==> src/rtl/commit_unit.sv <==
// In-order commit stage: retires executed ROB head slots, queues their previous
// physical destinations in a small release FIFO toward the free list, and supports halting.
module commit_unit #(
    parameter int INSTR_COUNT  = 2,
    parameter int P_ADDR_WIDTH = 7,
    parameter int REL_DEPTH    = 4
) (
    input  logic                                     clk,
    input  logic                                     rst,
    input  logic [INSTR_COUNT-1:0]                   rob_valid,
    input  logic [INSTR_COUNT-1:0]                   rob_exec,
    input  logic [INSTR_COUNT-1:0][P_ADDR_WIDTH-1:0] rob_ppdst,
    output logic [INSTR_COUNT-1:0]                   rob_pop,
    input  logic                                     rec_en,
    input  logic                                     halt_req,
    output logic                                     halted,
    output logic                                     fl_valid,
    input  logic                                     fl_ready,
    output logic [INSTR_COUNT-1:0]                   fl_mask,
    output logic [INSTR_COUNT-1:0][P_ADDR_WIDTH-1:0] fl_data,
    output logic [31:0]                              retire_cnt
);

    localparam int PTR_W = $clog2(REL_DEPTH);
    localparam logic [PTR_W:0] FULL_COUNT = (PTR_W+1)'(REL_DEPTH);

    localparam logic [1:0] RUN    = 2'd0;
    localparam logic [1:0] DRAIN  = 2'd1;
    localparam logic [1:0] HALTED = 2'd2;

    logic [1:0]       state;
    logic [1:0]       next_state;
    logic [PTR_W-1:0] wr_ptr;
    logic [PTR_W-1:0] rd_ptr;
    logic [PTR_W:0]   count;

    logic [INSTR_COUNT-1:0]                   mask_mem [REL_DEPTH];
    logic [INSTR_COUNT-1:0][P_ADDR_WIDTH-1:0] data_mem [REL_DEPTH];

    logic                   commit_ok;
    logic [INSTR_COUNT-1:0] slot_ready;
    logic                   push;
    logic                   pop;
    logic [31:0]            pop_num;

    // A full FIFO blocks commit outright; a same-cycle dequeue does not free a slot.
    assign commit_ok  = !rst && (state == RUN) && !rec_en && (count < FULL_COUNT);
    assign slot_ready = rob_valid & rob_exec;

    // Slot i retires only if every older slot retires too, so the pop mask is a thermometer.
    for (genvar i = 0; i < INSTR_COUNT; i++) begin : g_pop
        assign rob_pop[i] = commit_ok & (&slot_ready[i:0]);
    end

    assign push     = |rob_pop;
    assign fl_valid = (count != '0);
    assign pop      = fl_valid & fl_ready;
    assign fl_mask  = fl_valid ? mask_mem[rd_ptr] : '0;
    assign fl_data  = data_mem[rd_ptr];

    always_comb begin
        pop_num = '0;
        for (int i = 0; i < INSTR_COUNT; i++) begin
            pop_num = pop_num + {31'd0, rob_pop[i]};
        end
    end

    always_comb begin
        next_state = state;
        case (state)
            RUN:     if (halt_req) next_state = DRAIN;
            DRAIN: begin
                if (!halt_req)         next_state = RUN;
                else if (count == '0)  next_state = HALTED;
            end
            HALTED:  if (!halt_req) next_state = RUN;
            default: next_state = RUN;
        endcase
    end

    always_ff @(posedge clk or posedge rst) begin
        if (rst) begin
            state      <= RUN;
            halted     <= 1'b0;
            wr_ptr     <= '0;
            rd_ptr     <= '0;
            count      <= '0;
            retire_cnt <= '0;
        end else begin
            state      <= next_state;
            halted     <= (next_state == HALTED);
            retire_cnt <= retire_cnt + pop_num;
            if (push) wr_ptr <= wr_ptr + PTR_W'(1);
            if (pop)  rd_ptr <= rd_ptr + PTR_W'(1);
            case ({push, pop})
                2'b10:   count <= count + (PTR_W+1)'(1);
                2'b01:   count <= count - (PTR_W+1)'(1);
                default: count <= count;
            endcase
        end
    end

    // Payload storage carries no reset; stale entries are unreachable once count is cleared.
    always_ff @(posedge clk) begin
        if (push) begin
            mask_mem[wr_ptr] <= rob_pop;
            data_mem[wr_ptr] <= rob_ppdst;
        end
    end

endmodule

==> config.mk <==
export PLATFORM = sky130hd
export DESIGN_NAME = commit_unit
export DESIGN_NICKNAME = d
export VERILOG_FILES = /design/src/rtl/commit_unit.sv
export SDC_FILE = /design/constraint.sdc
export NUM_CORES = 1
export LEC_CHECK = 0
export CORE_MARGIN = 3
export CORE_UTILIZATION = 50
export CTS_CLUSTER_DIAMETER = 50
export DETAILED_ROUTE_END_ITERATION = 12
export PLACE_DENSITY = 0.76
export RECOVER_POWER = 100
export SYNTH_ARGS = -nofsm -noshare
export SYNTH_HDL_FRONTEND = slang
export SYNTH_SLANG_ARGS = --single-unit
==> constraint.sdc <==
create_clock -name clk -period 3.6 [get_ports clk]
set_input_delay 1.08 -clock clk [delete_from_list [all_inputs] [get_ports clk]]
set_output_delay 1.08 -clock clk [all_outputs]
set_load 0.02 [all_outputs]
# Word level (Yosys, flattened, before mapping)

Memories as Yosys holds them, arrays and structs flattened.
Cells that the tools add are included.

Bitwise gates (word level): 4
Equal/unequal tests: 5
Add/subtract/negate cells: 6
Magnitude comparators: 1
Mux-type cells: 9
Reductions and logical operators: 11

Operator list:

| operator            | number |
|---|---|
| $add 32x2->32       | 1 |
| $mux 2              | 5 |
| $eq 2x2->1 const B  | 3 |
| $pmux 2 s3          | 1 |
| $pmux 3 s2          | 1 |
| $add 2x1->2 const B | 2 |
| $eq 2x1->1 const B  | 2 |
| $add 3x1->3 const B | 1 |
| $and 1x1->1         | 3 |
| $logic_and 1x1->1   | 3 |
| $logic_not 3->1     | 1 |
| $lt 3x3->1 const B  | 1 |
| $reduce_bool 3->1   | 1 |
| $sub 3x1->3 const B | 1 |
| $add 1x1->2         | 1 |
| $and 2x2->2         | 1 |
| $logic_not 1->1     | 2 |
| $logic_not 2->1     | 1 |
| $mux 1              | 2 |
| $reduce_and 2->1    | 1 |
| $reduce_bool 2->1   | 1 |
| $reduce_or 2->1     | 1 |

Output and inout bits: 52
RAM bits: 64
Input port bits: 23
Memories kept: 2
Word-level logic and storage cells: 44
Bits in registers: 42

Memory list:

| name     | depth | bits a word | read ports | clocked after memory_dff | write ports | RTL line | RTL |
|---|---|---|---|---|---|---|---|
| data_mem | 4     | 14          | 1          | 0                        | 1           | 38       | `logic [INSTR_COUNT-1:0][P_ADDR_WIDTH-1:0] data_mem [REL_DEPTH];` |
| mask_mem | 4     | 2           | 1          | 0                        | 1           | 37       | `logic [INSTR_COUNT-1:0] mask_mem [REL_DEPTH];` |

# Logic depth before layout (Yosys ltp)

Word-level depth: 8
Mapped depth: 10
Gate-level depth less buffers: 10

# Least setup slack after synthesis

OpenSTA, ideal clock, no wires.

Path kind: input to register
Start point: in rec_en
End point: reg retire_cnt[12]
Setup time: 0.080 ns
Buffers on the path: 0
Arrival time: 3.622 ns
Data required time: 3.520 ns
Stages: 10
Setup slack: -0.102 ns
Path through: nand4bb_1 -> nor4_2 -> nand3_1 -> fa_1 -> inv_1 -> ha_1 -> nand3_1 -> or3_1 -> nor2_1 -> xor2_1

Word-level cells in the longest chain between the ends: 6
Elaborated cells on any way between the ends: 7
Those cells by class: add/sub: 2; bitwise: 2; reduce/logical: 3

RTL lines:

| element                            | RTL line | RTL |
|---|---|---|
| start: declaration                 | 14       | `input logic rec_en,` |
| $logic_not 1->1 (*)                | 47       | `assign commit_ok = !rst && (state == RUN) && !rec_en && (count < FULL_COUNT);` |
| $logic_and 1x1->1 (*) (2 in a row) | 47       |  |
| $and 1x1->1                        | 52       | `assign rob_pop[i] = commit_ok & (&slot_ready[i:0]);` |
| $add 1x1->2 (*)                    | 64       | `pop_num = pop_num + {31'd0, rob_pop[i]};` |
| $add 32x2->32 (*)                  | 92       | `retire_cnt <= retire_cnt + pop_num;` |
| end signal: assignment             | 92       |  |
| end: declaration                   | 21       | `output logic [31:0] retire_cnt` |

Mark *: on every way between the ends. The rest lies on a longest branch, timed or not.
A chain may end at the register's enable or synchronous reset.

# Worst setup path after layout

Start point: in rec_en
End point: out rob_pop[1]

Word-level cells in the longest chain between the ends: 4

RTL lines:

| element                        | RTL line | RTL |
|---|---|---|
| $logic_not 1->1                | 47       |  |
| $logic_and 1x1->1 (2 in a row) | 47       |  |
| $and 1x1->1                    | 52       |  |
| end: declaration               | 13       | `output logic [INSTR_COUNT-1:0] rob_pop,` |

No other way between the ends.

==> impl_summary.md <==
Routing
The detail route stage leaves a number of antenna-violating nets equal to 0. Dividing the detail-routed wire length by the instance count gives 16.55 um. Signal routing reaches up to met4. Across all layers, the routed design uses 2498 vias. The met2 wire length is 3848 um.

In the routed layout, each cell is associated on average with a via count of 5.248. The first-pass detailed-route iteration total is 4. The total wire length after detailed routing is 7877 um. The first routing iteration left 85 violations. The routed length on met3 is 328 um. After detailed routing, the number of remaining DRC violations is 0. The routed metal-1 wire length is 3572 um.

Synthesis
The number of instances in the synthesized netlist is 268. The netlist area before placement is 4389 um^2. The share of the Yosys chip area taken by registers is 67.73%. Counting flops and latches in the post-synthesis netlist gives 106. The post-synthesis net count is 299. The number of distinct library cells after synthesis is 33. A synthesized cell averages 16.38 um^2.

The yosys synthesis warning count is 0.

Finish
The storage element area is 2973 um^2. 0 antenna diodes ended up in the layout. Fill cells in the final layout number 641. The finished layout holds 476 standard cells, fillers aside. The final net count is 397. The post-layout utilization of the core is 65.10%. In the final layout, the multi-input gates occupy 1266 um^2. The area growth from synthesis to layout is 24.32%. The post-route netlist has 12.40% of its cells at a drive strength greater than 1.

Timing
The clock period minus final worst setup slack is 3.484 ns. The final period utilization is 96.76%. The worst pin sits at a relative slew slack of 28.35%. Setup repair after global routing left no endpoint under its margin. Derived from the worst setup path, the maximum achievable clock frequency is 0.2871 GHz. The number of pins with negative max-slew slack in the final report came to 0. For the final routed database, the setup TNS stands at 0 ns. The final count of negative-setup-slack endpoints is 0. The final worst clock skew is 0.01300 ns. Across all setup checks in the final design, the least slack found is 0.1165 ns.

The transition time at the pin with the least slew margin is 1.075 ns. The number of hold violations in the final report is 0.

Worst setup path
STA puts the critical path data arrival time at 2.40 ns. The nature of the critical path endpoint is an output pin. Setup slack on the worst reg-to-reg path comes out at 0.89 ns. The type of element launching the critical path is a primary input. The worst path required time is 2.52 ns. The peak fanout along the critical path is 2.

The type of the worst setup path is primary input to output pin.

Die
The initial standard-cell utilization of the core is 52.37%. The die span in x is 99.70 um. The floorplan step defined a core boundary enclosing 8382 um^2. The number of top-level design ports is 75. The die is 99.70 um tall. The number of rows created at floorplan is 33. The area enclosed by the die boundary is 9939 um^2.

Power and ir drop
In this run switching power makes up 30.94% of total power. For this design the total switching power over the nets is 0.9274 mW. For this design the static power due to leakage is 2.158 nW. In this run, the clock network consumes 23.4% of the power. The power density over cell area is 549.3 nW/um^2.

The peak supply drop is 251.1 uV. Per report_power, the combinational group accounts for 28.4% of the total. The fraction of power consumed by sequential logic is 48.3%. The internal power consumption is 2.070 mW.

Clocking
The hold-fix buffer count after cts is 0. After clock tree synthesis, the clock-pin slew on the worst setup and hold paths is 0.10 ns. The clock passes through at most 2 buffers. The later pin in the worst-skew pair is clocked with a latency of 0.36 ns. TritonCTS built the clock tree. Counting the buffers created by CTS gives 9. The clock sink count is 106.

CTS placed an instance of sky130_fd_sc_hd__clkbuf_8 at the clock tree root. The maximum level of the CTS H-tree is 3.

Flow run
The tool flagged a number of max-cap violations equal to 0.

Place
At the placement stage, the worst setup path has a slack of -0.1802 ns. The port buffer count is 74. The estimated wirelength of the detail-placed design is 5418 um. The congestion estimate from routability-driven global placement came to 0.8591. The total placed cells including tap cells is 459.

Global route
The final global-route overflow total is 0. The largest net degree at the start of global routing is 43. The via count of the first global-routing pass was 2588. The number of antenna violations at the first check in global routing came to 0. The first global-routing pass estimated 13070 um of wire.

The overall track demand over capacity in global routing is 16.92%.

Status
The run finished with clean final reports.

Min path
The path class of the lowest-slack min-delay path is flip-flop to flip-flop.
## critical path, stage by stage
cell and delay [ns]:
sky130_fd_sc_hd__clkdlybuf4s50_1 0.39, sky130_fd_sc_hd__nand4bb_1 0.22, sky130_fd_sc_hd__nor4_4 0.18, sky130_fd_sc_hd__nand3_1 0.12, sky130_fd_sc_hd__inv_1 0.08, sky130_fd_sc_hd__dlygate4sd2_1 0.33
## metrics by stage
| step | hold WS, ns | total power [mW] | cell area, um^2 |
|---|---|---|---|
| final | 0.4635 | 2.997 | 5456 |
| after global routing | 0.5006 | 3.156 | 5456 |
| after CTS | 0.4752 | 3.077 | 5552 |
| after detailed placement | 0.4569 | 2.379 | 5359 |
| after global placement | 0.4583 | 2.360 | 5359 |
| after floorplan | 0.4564 | 2.005 | 4398 |
## layer usage
layer	track usage [%]	up-vias
met2	26.53	49
met1	23.42	1268
met4	6.408	0
met3	3.647	10
met5	0	-
li1	-	1171
## path summary, 6_finish.rpt
| check | end | from | cells past startpoint |
|---|---|---|---|
| max | rob_pop[1] | rec_en | 6 |
| min | retire_cnt[31] | retire_cnt[31] | 1 |
| max reg2reg | retire_cnt[24] | count[2] | 11 |
| min reg2reg | retire_cnt[31] | retire_cnt[31] | 1 |
| max in group asynchronous | retire_cnt[17] | rst | 3 |
| min in group asynchronous | state[0] | rst | 3 |
## power groups by stage
stage	sequential [mW]	clock (mW)	combinational [mW]
after floorplan	1.46	0	0.549
after global routing	1.46	0.771	0.925
after CTS	1.45	0.718	0.910
after global placement	1.47	0	0.888
final	1.45	0.700	0.850
after detailed placement	1.48	0	0.904
## sequential cells by signal, summed over array words and instances, names as in the netlist
name        flops
data_mem       56
retire_cnt     32
mask_mem        8
count           3
rd_ptr          2
state           2
wr_ptr          2
halted          1
## cells by family (layout without fill, tap and decap cells)
kind of cell	after synthesis	after routing	share of synthesized area, %
buffers and inverters	24	127	2.623
adders and majority gates	8	8	2.623
and+or+nand+nor	75	75	11.06
DFF	106	106	67.73
AOI/OAI and AO/OA	1	1	0.1139
muxes	18	18	8.666
xor gates and xnor gates	36	36	7.184
## area by class of cell
type                       instances  area share [%]
inverter                          17           1.169
clock inverter                     7           1.284
tap                              105           2.408
timing repair buffer              94           15.18
sequential                       106           54.48
multi-input combinational        138           23.21
clock buffer                       9           2.270
## what timing repair did
action                                 CTS  global route
endpoints found under the hold margin    0             0
setup buffers                            0             1
setup endpoints to repair                1             1
resized for setup                        1             0
pin swaps                                0             1
## cell usage after synthesis
cell type / number / share of area, %
sky130_fd_sc_hd__and4_1: 3 / 0.60
sky130_fd_sc_hd__nand4_1: 5 / 0.71
sky130_fd_sc_hd__and3_1: 2 / 0.29
sky130_fd_sc_hd__buf_2: 2 / 0.23
sky130_fd_sc_hd__buf_8: 1 / 0.34
sky130_fd_sc_hd__or4_4: 1 / 0.26
sky130_fd_sc_hd__or3_1: 1 / 0.14
sky130_fd_sc_hd__nor4_1: 1 / 0.14
sky130_fd_sc_hd__nand4bb_1: 1 / 0.26
sky130_fd_sc_hd__and4b_1: 1 / 0.23
sky130_fd_sc_hd__xnor2_1: 20 / 4.0
sky130_fd_sc_hd__and3b_1: 1 / 0.20
sky130_fd_sc_hd__inv_1: 17 / 1.5
sky130_fd_sc_hd__nor2_1: 6 / 0.51
sky130_fd_sc_hd__nand4b_1: 1 / 0.20
sky130_fd_sc_hd__dfrtp_1: 42 / 24
sky130_fd_sc_hd__nor3_2: 8 / 1.8
sky130_fd_sc_hd__nand3_1: 9 / 1.0
sky130_fd_sc_hd__nand4_2: 1 / 0.29
sky130_fd_sc_hd__buf_6: 1 / 0.26
sky130_fd_sc_hd__and2_1: 10 / 1.4
sky130_fd_sc_hd__ha_1: 6 / 1.7
sky130_fd_sc_hd__nor4_2: 4 / 1.1
sky130_fd_sc_hd__edfxtp_1: 64 / 44
sky130_fd_sc_hd__buf_4: 1 / 0.17
sky130_fd_sc_hd__clkbuf_1: 2 / 0.17
sky130_fd_sc_hd__xor2_1: 16 / 3.2
sky130_fd_sc_hd__o21ai_0: 1 / 0.11
sky130_fd_sc_hd__mux4_2: 16 / 8.2
sky130_fd_sc_hd__nor3_1: 4 / 0.46
sky130_fd_sc_hd__mux2i_1: 2 / 0.46
sky130_fd_sc_hd__fa_1: 2 / 0.91
sky130_fd_sc_hd__nand2_1: 16 / 1.4
## cell usage in the layout, fill, tap and decap left out, drive strengths merged, types with 3 or more instances in the layout
master,count
dfrtp,42
clkdlybuf4s50,15
xnor2,20
mux4,16
nand3,9
and2,10
xor2,16
nor4,5
and4,3
inv,20
nand2,16
nor3,12
dlygate4sd3,57
edfxtp,64
clkbuf,28
ha,6
nor2,6
nand4,6
clkinvlp,3
(Power assumes the default switching activity.)
